`config.mk`:
```
export PLATFORM = sky130hd
export DESIGN_NAME = tick_counter
export DESIGN_NICKNAME = d
export VERILOG_FILES = /design/src/rtl/tick_counter.sv
export SDC_FILE = /design/constraint.sdc
export NUM_CORES = 1
export LEC_CHECK = 0
export ABC_AREA = 1
export CAP_MARGIN = 0
export CORE_ASPECT_RATIO = 1.1
export CORE_MARGIN = 2
export CORE_UTILIZATION = 50
export CTS_CLUSTER_DIAMETER = 60
export DETAILED_ROUTE_END_ITERATION = 12
export PLACE_DENSITY = 0.82
export REMOVE_ABC_BUFFERS = 1
export SLEW_MARGIN = 10
export SYNTH_ARGS = -nofsm -noshare
export SYNTH_HDL_FRONTEND = slang
export SYNTH_SLANG_ARGS = --single-unit
```
`constraint.sdc`:
```
create_clock -name clock -period 1.7 [get_ports clock]
set_clock_uncertainty 0.05 [all_clocks]
set_input_delay 0.17 -clock clock [delete_from_list [all_inputs] [get_ports clock]]
set_output_delay 0.17 -clock clock [all_outputs]
set_load 0.005 [all_outputs]
```
`src/rtl/tick_counter.sv`:
```
// tick_counter: prescaled up/down counter with wrap/clamp bounds, load, tick/terminal pulses and div_out square wave
// Ports: clock, reset (sync, active-high); enable, dir (1=up), saturate (1=clamp), load, load_value in;
//        count (registered value), tick (step pulse), terminal (step at a bound), div_out (~50% at TICK_HZ) out.
module tick_counter #(
  parameter int CLK_HZ    = 12000000,
  parameter int TICK_HZ   = 6,
  parameter int WIDTH     = 5,
  parameter int MAX_COUNT = 2**WIDTH-1
) (
  input  logic             clock,
  input  logic             reset,
  input  logic             enable,
  input  logic             dir,
  input  logic             saturate,
  input  logic             load,
  input  logic [WIDTH-1:0] load_value,
  output logic [WIDTH-1:0] count,
  output logic             tick,
  output logic             terminal,
  output logic             div_out
);
  localparam int DIVISOR = CLK_HZ / TICK_HZ;
  localparam int PW = $clog2(DIVISOR);
  localparam logic [WIDTH-1:0] MAXC = WIDTH'(MAX_COUNT);
  logic [PW-1:0] pre_q, pre_d;
  logic [WIDTH-1:0] count_q, count_d, up_v, dn_v;
  logic tick_q, tick_d, terminal_q, terminal_d, div_q, div_d, step, at_bound;
  always_comb begin
    step = enable && pre_q == PW'(DIVISOR-1);
    at_bound = dir ? count_q == MAXC : count_q == '0;
    up_v = count_q == MAXC ? (saturate ? MAXC : '0) : count_q + 1'b1;
    dn_v = count_q == '0 ? (saturate ? '0 : MAXC) : count_q - 1'b1;
    pre_d = load || step ? '0 : enable ? pre_q + 1'b1 : pre_q;
    count_d = load ? (load_value > MAXC ? MAXC : load_value) : step ? (dir ? up_v : dn_v) : count_q;
    // a load on a step edge suppresses the step entirely, including its pulses
    tick_d = step && !load;
    terminal_d = step && !load && at_bound;
    div_d = pre_q < PW'(DIVISOR/2);
  end
  always_ff @(posedge clock) begin
    if (reset) begin
      pre_q <= '0;
      count_q <= '0;
      tick_q <= 1'b0;
      terminal_q <= 1'b0;
      div_q <= 1'b0;
    end else begin
      pre_q <= pre_d;
      count_q <= count_d;
      tick_q <= tick_d;
      terminal_q <= terminal_d;
      div_q <= div_d;
    end
  end
  assign count = count_q;
  assign tick = tick_q;
  assign terminal = terminal_q;
  assign div_out = div_q;
endmodule

```
==> results.md <==
- Result of the run: finished clean
- Worst path bufs/invs: 1
- Clock tree root driver cell: clkbuf_4
- Number of placement rows: 22
- Worst Min Path Start: reset
- Slew at the pin with the worst max-slew slack: around 290 ps
- Later-pin clock latency in the skew report: 330 ps
- Die boundary width: ~60 um
- First-pass DRT Iterations: 4
- Worst slew margin relative to its limit: 0.8084
- Synth Warn #: 0
- Routed via count divided by cell count: 5.166
- Worst endpoint required time: 1870 ps
- LEAKAGE: just over 0.8 nW
- Maximum root-to-sink buffer count: 2
- Routed vias: approximately 1,800
- Maximum number of pins on one net before global-route repair: 12
- Number of DRC markers in iteration 0: approximately 140
- Area of the die: between 3000 and 4000 um2
- Top-level I/O count: 19
- Antenna fix cells: 0
- Synth Cell Area: around 1700 um2
- Y dimension of the die: ~66 um
- CP Capture Type: flip-flop
- Detailed placer's ending HPWL: roughly 3000 um
- Avg Inst Size Synth: approximately 6.6 um2
- Critical-path cell list: ha_4 > nand2_1 > nor2_2 > ha_2 > a21oi_1 > buf_4 > o21ai_0 > a21oi_1 > o21ai_1
- Crit path from: count[0]$_SDFFE_PP0P_
- CTS Sinks: 29
- Mean routed wirelength per cell: 11.53 um
- Post-synth top area cell: dfxtp_1
- Placed insts: about 340
- Max FO, Critical Path: 5
- Total of max-cap violations: 0
- # nets final: just over 300
- Peak supply drop: ~0.40 mV
- Area growth, synth to finish: 23.10%
- Sequential area share after synthesis: 0.3360
- Cell type of the slowest stage on the worst timing path: dfxtp_2
- Last weighted congestion value of the routability-driven placer: about 0.86
- Detailed-route DRC error count: 0
- Pwr/cell area: approximately 630 nW/um2
- Number of antenna violations at the first check in global routing: 0
- Most common library cell in the layout ignoring fill and taps: nand2_1
- Total routing resource utilization after global routing: 0.2227
- Final worst path period share: 0.9602
- Final non-filler cell total: ~340
- Initial core utilization: 0.5188
- Cell count after synthesis: around 260
- Final Hold Violating Endpoints: 0
- Crit start category: flip-flop
- Overall overflow remaining after global route: 0
- Number of I/O port buffers: 18
- Reg-to-reg startpoint: count[0]$_SDFFE_PP0P_
- DRT Wirelength: roughly 4000 um
- Maximum clock frequency: 612.6 MHz
- Worst Path Class, Setup: reg2reg
- Wire length of the first global-routing pass: roughly 6600 um
- Longest individual stage delay on the worst path: about 340 ps
- Final count of negative-setup-slack endpoints: 0
- Clock tree from TritonCTS: yes
- Number of storage elements in the synthesis netlist: 29
- Distinct cell type count after synthesis: 29
- Share of cells above drive strength 1: 0.1390
- Share of the synthesized area in the top cell type: 0.3360
- Final period demand of the worst path: around 1600 ps
- Remaining antenna violation count: 0
- Worst endpoint data arrival time: between 1500 and 2000 ps
- Vias in the first global route: ~1,600
- Total number of H-tree levels: 2
- Largest cells by area after synthesis: dfxtp_1, nand2_1, nor2_1
- Number of buffers created by CTS: 5
- Clock slew seen by the registers of the worst setup and hold paths: roughly 80 ps
- Worst path most repeated cell: a21oi_1
- Crit path max-delay family: compound AO/OA/AOI/OAI gates
- Hold Crit Class: in2reg
- Setup TNS Final: 0 ps
- Core region area: between 3000 and 4000 um2
- Most frequent cells in the layout: nand2_1, nor2_1, inv_1
- Max-slew violation count: 0
[per-stage QoR]
stage	setup slack (ps)	power (mW)	utilization	hold WS, ps	instance area, um2
2_1_floorplan	-104.2	0.8267	-	191.5	1679
3_3_place_gp	73.95	0.9214	0.6056	421.2	2017
3_5_place_dp	25.87	0.9253	0.6056	432.0	2017
4_1_cts	26.68	1.345	0.6221	402.8	2072
5_1_grt	-3.033	1.423	0.6386	423.3	2127
6_report	67.67	1.349	0.6386	429.0	2127
[synthesized netlist by cell type]
cell / number
buf_12: 1
nor3_2: 2
and2_2: 1
xnor2_1: 4
nand4_1: 6
nor3b_1: 3
xor2_1: 7
o211ai_1: 1
buf_2: 2
ha_1: 4
nand2_2: 1
nor2_1: 41
nand3b_1: 1
buf_6: 1
nand4_2: 1
and2_1: 1
o21ai_1: 1
inv_1: 32
a21oi_1: 13
o21ai_0: 12
nand3_1: 23
or2_2: 5
buf_4: 1
nor4_1: 1
nand2_1: 55
inv_2: 1
nor3_1: 9
dfxtp_1: 29
a31oi_1: 2
[flip-flops by register name, indices dropped and copies added (netlist names)]
register,count
terminal,1
pre_q,21
count,5
div_out,1
tick,1
[kinds of logic (layout without fill, tap and decap cells)]
family / after synthesis / count (layout) / synth area share
adders and majority gates: 4 / 4 / 0.02897
and+or+nand+nor: 150 / 150 / 0.3925
buffers and inverters: 38 / 72 / 0.09993
xor gates and xnor gates: 11 / 11 / 0.05576
DFF: 29 / 29 / 0.3360
AOI/OAI and AO/OA: 29 / 29 / 0.08689
[per-layer routing]
layer  up-vias  part of all wire  track usage
met5         -                 0            0
met2        59              0.49       0.3709
li1        912                 -            -
met3        12             0.060      0.04528
met4         0             0.030       0.1333
met1       789              0.42       0.2558
[timing repair]
action | 4_1_cts | 5_1_grt
endpoints found under the setup margin | 0 | 7
hold buffers | 0 | 0
buffers inserted | 0 | 1
endpoints found under the hold margin | 0 | 0
gates resized for setup | 0 | 16
[final timing paths]
| check | slack [ps] | cells after the start | to |
|---|---|---|---|
| worst max-delay path | 70 | 9 | count[1]$_SDFFE_PP0P_ |
| worst min-delay path | 430 | 2 | div_out$_SDFF_PP0_ |
| worst max register to register | 70 | 9 | count[1]$_SDFFE_PP0P_ |
| worst min register to register | 440 | 2 | pre_q[1]$_SDFFE_PP0P_ |
[worst register-to-register path: stages (launching register included)]
cell and delay [ps]:
dfxtp_2 340, ha_4 160, nand2_1 80, nor2_2 50
ha_2 180, a21oi_1 140, buf_4 140, o21ai_0 70
a21oi_1 190, o21ai_1 100
[cell type report]
| class | count | area (um2) |
|---|---|---|
| Sequential cell | 29 | 583.1 |
| Timing Repair Buffer | 32 | 289.0 |
| Clock buffer | 7 | 55.05 |
| Multi-Input combinational cell | 194 | 1016 |
| Fill cell | 319 | 1204 |
| Tap cell | 48 | 60.06 |
| Inverter | 33 | 123.9 |
[where the power goes]
part           total [mW]  switching, mW  internal [mW]
logic               0.230          0.118          0.112
registers           0.703         0.0107          0.692
clock network       0.416          0.222          0.195
total                1.35          0.350          0.999
Power figures use the tool's default switching activity.
